[config.mk]
export PLATFORM = sky130hd
export DESIGN_NAME = wand_bus_arbiter_flat
export DESIGN_NICKNAME = d
export VERILOG_FILES = /design/src/rtl/wand_bus_arbiter_if.sv /design/src/rtl/wand_bus_arbiter.sv /design/src/flat_wrapper.sv
export SDC_FILE = /design/constraint.sdc
export NUM_CORES = 1
export LEC_CHECK = 0
export ABC_AREA = 1
export CAP_MARGIN = 20
export CORE_ASPECT_RATIO = 1.75
export CORE_UTILIZATION = 54
export CTS_CLUSTER_DIAMETER = 40
export DETAILED_ROUTE_END_ITERATION = 12
export HOLD_SLACK_MARGIN = 0.06
export PLACE_DENSITY = 0.86
export SYNTH_ARGS = -nofsm -noshare
export SYNTH_HDL_FRONTEND = slang
export SYNTH_SLANG_ARGS = --single-unit
[constraint.sdc]
create_clock -name clk -period 4.4 [get_ports clk]
set_input_delay 0.44 -clock clk [delete_from_list [all_inputs] [get_ports clk]]
set_output_delay 0.44 -clock clk [all_outputs]
set_load 0.01 [all_outputs]
[src/rtl/wand_bus_arbiter_if.sv]
// Bus bundle for wand_bus_arbiter: requester handshake, read-back data and
// the two wired-AND line pins. The master modport is the arbiter side; the
// slave modport is the requester/pad side.
interface wand_bus_arbiter_if #(
  parameter int unsigned NREQ       = 4,
  parameter int unsigned FRAME_BITS = 8
);
  logic [NREQ-1:0]            req;
  logic [NREQ*FRAME_BITS-1:0] tx_data;
  logic [NREQ-1:0]            gnt;
  logic                       busy;
  logic                       bus_o;
  logic                       bus_i;
  logic [FRAME_BITS-1:0]      rx_data;
  logic                       done;
  logic                       err;

  modport master (
    input  req, tx_data, bus_i,
    output gnt, busy, bus_o, rx_data, done, err
  );

  modport slave (
    output req, tx_data, bus_i,
    input  gnt, busy, bus_o, rx_data, done, err
  );
endinterface

[src/rtl/wand_bus_arbiter.sv]
// Round-robin arbiter and MSB-first serializer for one shared wired-AND line.
// Each driven bit is read back from the resolved net; a released '1' that reads
// back as '0' is a collision and aborts the frame.
// Optional feature macro: COLLISION_RETRY_EN (retry a colliding frame up to
// MAX_RETRY times while keeping the grant).
module wand_bus_arbiter #(
  parameter int unsigned NREQ       = 4,
  parameter int unsigned FRAME_BITS = 8,
  parameter int unsigned MAX_RETRY  = 3
) (
  input  logic                clk,
  input  logic                rst_n,
  wand_bus_arbiter_if.master  bus
);
  localparam int unsigned PTR_W = (NREQ > 1) ? $clog2(NREQ) : 1;
  localparam int unsigned CNT_W = $clog2(FRAME_BITS);
  localparam int unsigned MSB   = FRAME_BITS - 1;

  typedef enum logic [2:0] {
    S_IDLE  = 3'd0,
    S_GRANT = 3'd1,
    S_SHIFT = 3'd2,
    S_DONE  = 3'd3,
    S_ERR   = 3'd4
  } state_t;

  // Elaboration-time parameter range check
  if (NREQ < 2 || NREQ > 8 || FRAME_BITS < 2 || MAX_RETRY > 255) begin : g_param_check
    $error("wand_bus_arbiter: parameter out of range");
  end

  state_t                r_state, w_state_nxt;
  logic [NREQ-1:0]       r_gnt, w_gnt_nxt;
  logic                  r_busy, w_busy_nxt;
  logic                  r_bus_o, w_bus_o_nxt;
  logic                  r_done, w_done_nxt;
  logic                  r_err, w_err_nxt;
  logic [FRAME_BITS-1:0] r_rx_data, w_rx_data_nxt;
  logic [FRAME_BITS-1:0] r_shreg, w_shreg_nxt;
  logic [FRAME_BITS-1:0] r_rx, w_rx_nxt;
  logic [PTR_W-1:0]      r_rr_ptr, w_rr_nxt;
  logic [PTR_W-1:0]      r_win, w_win_nxt;
  logic [CNT_W-1:0]      r_bitcnt, w_bitcnt_nxt;

  logic [FRAME_BITS-1:0] w_tx_word [NREQ];
  logic [PTR_W-1:0]      w_pick;
  logic                  w_pick_vld;
  int unsigned           w_idx;
  logic [PTR_W-1:0]      w_ptr_inc;
  logic                  w_collision;
  logic                  w_last_bit;
  logic                  w_retry_again;

  // Split the flat tx_data bus into per-requester words
  for (genvar g = 0; g < NREQ; g++) begin : g_tx
    assign w_tx_word[g] = bus.tx_data[g*FRAME_BITS +: FRAME_BITS];
  end

  // Round-robin pick: first active request at or after rr_ptr, wrapping
  always_comb begin
    w_pick_vld = 1'b0;
    w_pick     = r_rr_ptr;
    w_idx      = 0;
    for (int unsigned k = 0; k < NREQ; k++) begin
      w_idx = (32'(r_rr_ptr) + k) % NREQ;
      if (!w_pick_vld && bus.req[PTR_W'(w_idx)]) begin
        w_pick_vld = 1'b1;
        w_pick     = PTR_W'(w_idx);
      end
    end
  end

  assign w_ptr_inc   = (r_win == PTR_W'(NREQ - 1)) ? '0 : r_win + PTR_W'(1);
  assign w_collision = (r_state == S_SHIFT) && r_shreg[MSB] && !bus.bus_i;
  assign w_last_bit  = (r_bitcnt == CNT_W'(FRAME_BITS - 1));

`ifdef COLLISION_RETRY_EN
  localparam int unsigned RTY_W = $clog2(MAX_RETRY + 2);
  logic [RTY_W-1:0] r_retry, w_retry_nxt;

  // r_retry holds the collisions seen so far in this frame
  assign w_retry_again = (r_retry <= RTY_W'(MAX_RETRY));

  // Per-frame collision counter
  always_ff @(posedge clk) begin
    if (!rst_n) r_retry <= '0;
    else        r_retry <= w_retry_nxt;
  end
`else
  assign w_retry_again = 1'b0;
`endif

  // State register
  always_ff @(posedge clk) begin
    if (!rst_n) r_state <= S_IDLE;
    else        r_state <= w_state_nxt;
  end

  // Next-state logic
  always_comb begin
    w_state_nxt = r_state;
    unique case (r_state)
      S_IDLE:  if (w_pick_vld) w_state_nxt = S_GRANT;
      S_GRANT: w_state_nxt = S_SHIFT;
      S_SHIFT: begin
        if (w_collision)     w_state_nxt = S_ERR;
        else if (w_last_bit) w_state_nxt = S_DONE;
      end
      S_DONE:  w_state_nxt = S_IDLE;
      S_ERR:   w_state_nxt = w_retry_again ? S_GRANT : S_IDLE;
      default: w_state_nxt = S_IDLE;
    endcase
  end

  // Output and datapath next values; everything lands in registers
  always_comb begin
    w_gnt_nxt     = r_gnt;
    w_bus_o_nxt   = 1'b1;
    w_done_nxt    = 1'b0;
    w_err_nxt     = 1'b0;
    w_rx_data_nxt = r_rx_data;
    w_rr_nxt      = r_rr_ptr;
    w_win_nxt     = r_win;
    w_shreg_nxt   = r_shreg;
    w_rx_nxt      = r_rx;
    w_bitcnt_nxt  = r_bitcnt;
`ifdef COLLISION_RETRY_EN
    w_retry_nxt   = r_retry;
`endif
    unique case (r_state)
      S_IDLE: begin
        w_gnt_nxt = '0;
        if (w_pick_vld) begin
          w_win_nxt    = w_pick;
          w_gnt_nxt    = NREQ'(1) << w_pick;
          w_shreg_nxt  = w_tx_word[w_pick];
          w_bitcnt_nxt = '0;
`ifdef COLLISION_RETRY_EN
          w_retry_nxt  = '0;
`endif
        end
      end
      S_GRANT: w_bus_o_nxt = r_shreg[MSB];
      S_SHIFT: begin
        w_rx_nxt = {r_rx[MSB-1:0], bus.bus_i};
        if (w_collision) begin
          w_err_nxt = 1'b1;
`ifdef COLLISION_RETRY_EN
          w_retry_nxt = r_retry + RTY_W'(1);
`endif
        end else begin
          w_shreg_nxt  = {r_shreg[MSB-1:0], 1'b0};
          w_bitcnt_nxt = r_bitcnt + CNT_W'(1);
          if (w_last_bit) begin
            w_done_nxt    = 1'b1;
            w_rx_data_nxt = w_rx_nxt;
          end else begin
            w_bus_o_nxt   = r_shreg[MSB-1];
          end
        end
      end
      S_DONE: begin
        w_gnt_nxt = '0;
        w_rr_nxt  = w_ptr_inc;
      end
      S_ERR: begin
        if (w_retry_again) begin
          w_shreg_nxt  = w_tx_word[r_win];
          w_bitcnt_nxt = '0;
        end else begin
          w_gnt_nxt = '0;
          w_rr_nxt  = w_ptr_inc;
        end
      end
      default: w_gnt_nxt = '0;
    endcase
    w_busy_nxt = (w_state_nxt != S_IDLE);
  end

  // Output and datapath registers
  always_ff @(posedge clk) begin
    if (!rst_n) begin
      r_gnt     <= '0;
      r_busy    <= 1'b0;
      r_bus_o   <= 1'b1;
      r_done    <= 1'b0;
      r_err     <= 1'b0;
      r_rx_data <= '0;
      r_rr_ptr  <= '0;
      r_win     <= '0;
      r_shreg   <= '0;
      r_rx      <= '0;
      r_bitcnt  <= '0;
    end else begin
      r_gnt     <= w_gnt_nxt;
      r_busy    <= w_busy_nxt;
      r_bus_o   <= w_bus_o_nxt;
      r_done    <= w_done_nxt;
      r_err     <= w_err_nxt;
      r_rx_data <= w_rx_data_nxt;
      r_rr_ptr  <= w_rr_nxt;
      r_win     <= w_win_nxt;
      r_shreg   <= w_shreg_nxt;
      r_rx      <= w_rx_nxt;
      r_bitcnt  <= w_bitcnt_nxt;
    end
  end

  assign bus.gnt     = r_gnt;
  assign bus.busy    = r_busy;
  assign bus.bus_o   = r_bus_o;
  assign bus.done    = r_done;
  assign bus.err     = r_err;
  assign bus.rx_data = r_rx_data;

endmodule

[src/flat_wrapper.sv]
// flat-port wrapper written by rule: the top's interface ports become plain ports
module wand_bus_arbiter_flat 
#(
  parameter int unsigned NREQ       = 4,
  parameter int unsigned FRAME_BITS = 8,
  parameter int unsigned MAX_RETRY  = 3
)
  (clk, rst_n, bus_req, bus_tx_data, bus_bus_i, bus_gnt, bus_busy, bus_bus_o, bus_rx_data, bus_done, bus_err);
  wand_bus_arbiter_if #(.NREQ(NREQ), .FRAME_BITS(FRAME_BITS)) bus_i ();
  input  logic clk;
  input  logic rst_n;
  input wire logic [$bits(bus_i.req)-1:0] bus_req;
  input wire logic [$bits(bus_i.tx_data)-1:0] bus_tx_data;
  input wire logic [$bits(bus_i.bus_i)-1:0] bus_bus_i;
  output wire logic [$bits(bus_i.gnt)-1:0] bus_gnt;
  output wire logic [$bits(bus_i.busy)-1:0] bus_busy;
  output wire logic [$bits(bus_i.bus_o)-1:0] bus_bus_o;
  output wire logic [$bits(bus_i.rx_data)-1:0] bus_rx_data;
  output wire logic [$bits(bus_i.done)-1:0] bus_done;
  output wire logic [$bits(bus_i.err)-1:0] bus_err;
  assign bus_i.req = bus_req;
  assign bus_i.tx_data = bus_tx_data;
  assign bus_i.bus_i = bus_bus_i;
  assign bus_gnt = bus_i.gnt;
  assign bus_busy = bus_i.busy;
  assign bus_bus_o = bus_i.bus_o;
  assign bus_rx_data = bus_i.rx_data;
  assign bus_done = bus_i.done;
  assign bus_err = bus_i.err;
  wand_bus_arbiter #(.NREQ(NREQ), .FRAME_BITS(FRAME_BITS), .MAX_RETRY(MAX_RETRY)) u_core (.clk(clk), .rst_n(rst_n), .bus(bus_i));
endmodule
# After elaboration in Yosys (flattened, before gate mapping)
# Index checks and enable logic that the tools add are counted.
# Widths: inputs -> output; s select.
[word_totals] mem_bits_rw=0 n_memories=0 latchBits=0 inputBits=39 romBits=0 elab_cells=90 out_inout_bits=16 reg_bits=41
[classes] n_div=0 n_addsub=5 n_lt_le_gt_ge=5 mux=36 mul=0 reduce_logical=19 n_eq_ne=8 shift=1 bitwise=4
[op_table] op="$mux 8" count=4
[op_table] op="$bmux 8 s2" count=1
[op_table] op="$pmux 8 s2" count=1
[op_table] op="$mux 3" count=5
[op_table] op="$lt 2x3->1 const B" count=4
[op_table] op="$mux 1" count=12
[op_table] op="$pmux 3 s3" count=1
[op_table] op="$bmux 1 s2" count=4
[op_table] op="$mux 2" count=4
[op_table] op="$pmux 4 s2" count=1
[op_table] op="$eq 3x2->1 const B" count=2
[op_table] op="$eq 3x3->1 const B" count=2
[op_table] op="$pmux 3 s2" count=1
[op_table] op="$reduce_and 3->1" count=2
[op_table] op="$logic_and 1x1->1" count=5
[op_table] op="$add 2x1->2 const B" count=2
[op_table] op="$add 2x2->2 const B" count=2
[op_table] op="$logic_not 1->1" count=4
[op_table] op="$mux 4" count=1
[op_table] op="$reduce_and 2->1" count=2
[op_table] op="$reduce_or 2->1" count=2
[op_table] op="$shl 1x2->4 const A" count=1
[op_table] op="$add 3x1->3 const B" count=1
[op_table] op="$eq 3x1->1 const B" count=1
[op_table] op="11 further kinds" count=13

# Logic depth before layout (Yosys ltp)
[depth] depth_word=18 mapped_depth=19 ltp_nobuf=17

# Least setup slack after synthesis
# Ideal clock, no wire load.
[synth_timing] path_kind="reg2reg" from="register u_core.r_rr_ptr[0]" to="register u_core.r_shreg[7]" period_less_slack_ps=1828 required_time_ps=4268 slack_ps=2572 setup_ps=132 stages_incl_launch_ff=18 path_buffers=2 t_arrival_ps=1696 cell_sequence="dfxtp_1 inv_2 buf_6 nand2_2 nand2_2 nand2_2 nand2_2 nor2_4 nand4_4 nand2_4 inv_2 buf_6 nand2_1 nand2_1 nand2_1 nand3_1 nand2_1 a21oi_2"
[synth_between] elab_chain_len=18 word_cells_on_any_way=32 classes_between="add/sub (3); eq/ne (1); mux (20); bitwise (1); reduce/logical (7)"
[synth_lines] element="from (decl)" line_no="wand_bus_arbiter.sv:41" source="logic [PTR_W-1:0] r_rr_ptr, w_rr_nxt;"
[synth_lines] element="from (signal assigned)" line_no="wand_bus_arbiter.sv:201" source="r_rr_ptr <= w_rr_nxt;"
[synth_lines] element="parallel branches: the longest is 18 deep, another holds $add 2x1->2"
[synth_lines] element="to (signal assigned)" line_no="wand_bus_arbiter.sv:203" source="r_shreg <= w_shreg_nxt;"
[synth_lines] element="to (decl)" line_no="wand_bus_arbiter.sv:39" source="logic [FRAME_BITS-1:0] r_shreg, w_shreg_nxt;"
# Parallel ways; which one is timed is not known. The select of a mux whose other input is x is not followed.
# A chain may end at the register's enable or synchronous reset.

# Worst setup path after layout
[layout_timing] from="register u_core.r_state[1]" to="register u_core.r_rx_data[1], in the netlist u_core.bus.rx_data[1]"
[layout_between] elab_chain_len=5
[layout_lines] element="from (decl)" line_no="wand_bus_arbiter.sv:32" source="state_t r_state, w_state_nxt;"
[layout_lines] element="from (signal assigned)" line_no="wand_bus_arbiter.sv:96" source="else r_state <= w_state_nxt;"
[layout_lines] element="$eq 3x2->1 (*)" line_no="wand_bus_arbiter.sv:74, wand_bus_arbiter.sv:130"
[layout_lines] element="$logic_and 1x1->1 (2 in series)" line_no="wand_bus_arbiter.sv:74" source="assign w_collision = (r_state == S_SHIFT) && r_shreg[MSB] && !bus.bus_i;"
[layout_lines] element="$not 1->1 (no source line)"
[layout_lines] element="$reduce_and 3->1 (no source line) (*)"
[layout_lines] element="to (signal assigned)" line_no="wand_bus_arbiter.sv:200" source="r_rx_data <= w_rx_data_nxt;"
[layout_lines] element="to (decl)" line_no="wand_bus_arbiter.sv:38" source="logic [FRAME_BITS-1:0] r_rx_data, w_rx_data_nxt;"
# Every way passes the cells marked *; elsewhere a longest branch is shown, timed or not.

==> metrics.md <==
| Metric | Value |
|---|---|
| Initial antenna violation count | `0` |
| Max Clk Rate | `around 0.34 GHz` |
| Vias in the first global route | `between 2k and 2.5k` |
| Clk Tree Root Cell | `clkbuf_8` |
| Cell area after synthesis | `between 2000 and 2500 sq um` |
| First-pass GRT wire length | `between 9000 and 10000 um` |
| CP max stage cell | `inv_1` |
| Routed wire per std cell | `between 10 and 15 um` |
| Top_reg_cell synth | `dfxtp_1` |
| Drt total wl | `a little under 6000 um` |
| Resized cells post-CTS | `0` |
| Site Rows | `31` |
| Share of cells above drive strength 1 | `0.104` |
| Area share of the largest cell type after synthesis | `0.350` |
| Nets | `approximately 440` |
| Cell family with most CP delay | `simple AND/OR/NAND/NOR gates` |
| Synth cell types | `31` |
| Postcts setup bufs | `0` |
| Top-count cell post-synth | `nand2_1` |
| Fin. Hold Viols | `0` |
| Layout area overhead | `25.9%` |
| Max-slew violations | `0` |
| Number of flops mapped to enable cells by yosys | `0` |
| Max transition margin | `0.571` |
| Skew final | `approximately 6.3 ps` |
| Antenna-violating nets left | `0` |
| Crit end category | `register` |
| Max Cap Viol | `0` |
| Hold WC Path Type | `register to register` |
| Core ar. | `4150 sq um` |
| Clock sink count | `41` |
| TritonCTS Buffers | `5` |
| Most instantiated cells after synthesis | `105 x nand2_1, 45 x nor2_1, 41 x dfxtp_1` |
| H-tree levels | `2` |
| Post-DP HPWL | `between 4000 and 5000 um` |
| Die ar. | `between 4000 and 5000 sq um` |
| Peak VDD IR | `about 0.44 mV` |
| CP max stage delay | `around 460 ps` |
| Initial Util | `0.566` |
| Worst skew pair latency | `~290 ps` |
| Tcrit/Tclk final | `0.660` |
| Main area contributors after synthesis | `dfxtp_1 35%, nand2_1 17%, nor2_1 7.2%` |
| Via count | `2427` |
| Area leader, netlist | `dfxtp_1` |
| Power Density | `414 nW/um^2` |
| Net Count, Synth | `around 390` |
| Leakage Power | `roughly 1.4 nW` |
| DRT Pass-1 Iters | `4` |
| Fin crit period | `~2900 ps` |
| Setup TNS | `0 ps` |
| #FFs+latches synth | `between 40 and 50` |
| WS Path Type | `register to register` |
| Max FO, Critical Path | `24` |
| GRT Util Overall | `0.259` |
| Final GP Congestion | `0.957` |
| Buffer and inverter count on the worst path | `4` |
| Clk pin slew, worst setup/hold paths | `roughly 80 ps` |
| RSZ-0062 raised after global routing | `false` |
| Least-Margin Pin Slew | `approximately 640 ps` |
| TritonCTS clock tree | `yes` |
| Largest net degree at the start of global routing | `25` |
| Seq/Total Area, Yosys | `0.350` |
| Post-DR vias/cell | `5.48` |
| DRC errors left | `0` |
| Crit path cell chain | `inv_1 -> nor2_1 -> inv_1 -> nor2_1 -> nand2_1 -> inv_1 -> nor2_1 -> nand2_1 -> clkinv_1 -> o21ai_0 -> a21oi_1` |
| Final core occ | `0.712` |
| Hold_ws | `475 ps` |
| Diode count | `0` |
| Async S/R FF share, synth | `0` |
| Chip Height | `just under 90 um` |
| Initial DRC count | `47` |
| Yosys Warn Count | `0` |
| Post-Syn Area per Cell | `6.76 sq um` |
| Total congestion overflow | `0` |
| Final setup vio count | `0` |
| Cell count after synthesis | `347` |
| CTS Buffer Depth | `2` |
| # IOs | `55` |
| Status | `finished clean` |
| Post-CTS Hold Buffers | `0` |
| Worst Setup Start Kind | `register` |
| Arrival time worst endpoint | `just over 3000 ps` |
| IO buf count | `54` |
| Crit path required time | `4580 ps` |
| Die Wd | `a little over 50 um` |
## layout make-up
type	instances	area [sq um]
Clock buffer	6	72.6
Clock inverter	2	38.8
Fill cell	368	1190
Inverter	23	88.8
Multi-Input combinational cell	268	1330
Sequential cell	41	821
Tap cell	49	61.3
Timing Repair Buffer	54	541
## worst reg2reg max path: cells and delay by family, from the launching register on
family,cells,cell delay (ps)
buffers and inverters,4,950
AO/OA/AOI/OAI,2,280
flip-flops,1,420
AND/OR/NAND/NOR,5,1160
## per-stage QoR
stage / cell area (sq um) / setup slack (ps) / power, mW / cells
floorplan: 2350 / 2570 / 0.820 / 347
global placement: 2840 / 1620 / 0.916 / 435
detailed placement: 2840 / 1520 / 0.929 / 435
CTS: 2960 / 1510 / 1.22 / 443
global route: 2960 / 1050 / 1.30 / 443
finish: 2960 / 1500 / 1.22 / 443
## state kept, by name, indices dropped and copies added (netlist names)
| signal | cells |
|---|---|
| u_core.bus.gnt | 4 |
| u_core.bus.rx_data | 8 |
| u_core.r_win | 2 |
| u_core.bus.bus_o | 1 |
| u_core.r_rx | 7 |
| u_core.bus.err | 1 |
| u_core.bus.busy | 1 |
| u_core.r_bitcnt | 3 |
| u_core.r_state | 3 |
| u_core.r_shreg | 8 |
| u_core.bus.done | 1 |
| u_core.r_rr_ptr | 2 |
## worst paths after layout
check,from,end,slack (ps),cells after the start
max,u_core.r_state[1],u_core.bus.rx_data[1],1500,11
min,u_core.bus.gnt[1],u_core.bus.gnt[1],470,2
max reg2reg,u_core.r_state[1],u_core.bus.rx_data[1],1500,11
min reg2reg,u_core.bus.gnt[1],u_core.bus.gnt[1],470,2
## where the power goes
group	leakage, nW	internal, mW	switching, mW
Sequential	0.335	0.426	0.0437
Combinational	0.979	0.172	0.284
Clock	0.0554	0.170	0.126
## layout by cell type (no fill, tap or decap), drive strengths merged, types with 2 or more instances in the layout
master	instances
nand4	7
clkdlybuf4s50	54
clkinv	2
nor3	2
nand3	34
o21ai	23
ha	3
o31ai	3
inv	22
o21bai	5
dfxtp	41
clkbuf	6
o211ai	2
nand2	124
a21oi	15
nor2	46
## per-layer routing
layer / wire length [um] / global-route usage / vias up / part of all wire
met2: 3200 / 0.507 / 66 / 0.55
li1: - / - / 1217 / -
met3: 252 / 0.0408 / 16 / 0.043
met1: 2190 / 0.246 / 1128 / 0.38
met4: 178 / 0.138 / 0 / 0.031
met5: 0 / 0 / - / 0
## cells by family after synthesis
| logic type | after synthesis | share of synthesized area |
|---|---|---|
| buf+inv | 38 | 0.0826 |
| flops | 41 | 0.350 |
| simple gates | 213 | 0.418 |
| compound gates | 52 | 0.133 |
| fa+ha+maj | 3 | 0.0160 |
(Power assumes the default switching activity.)
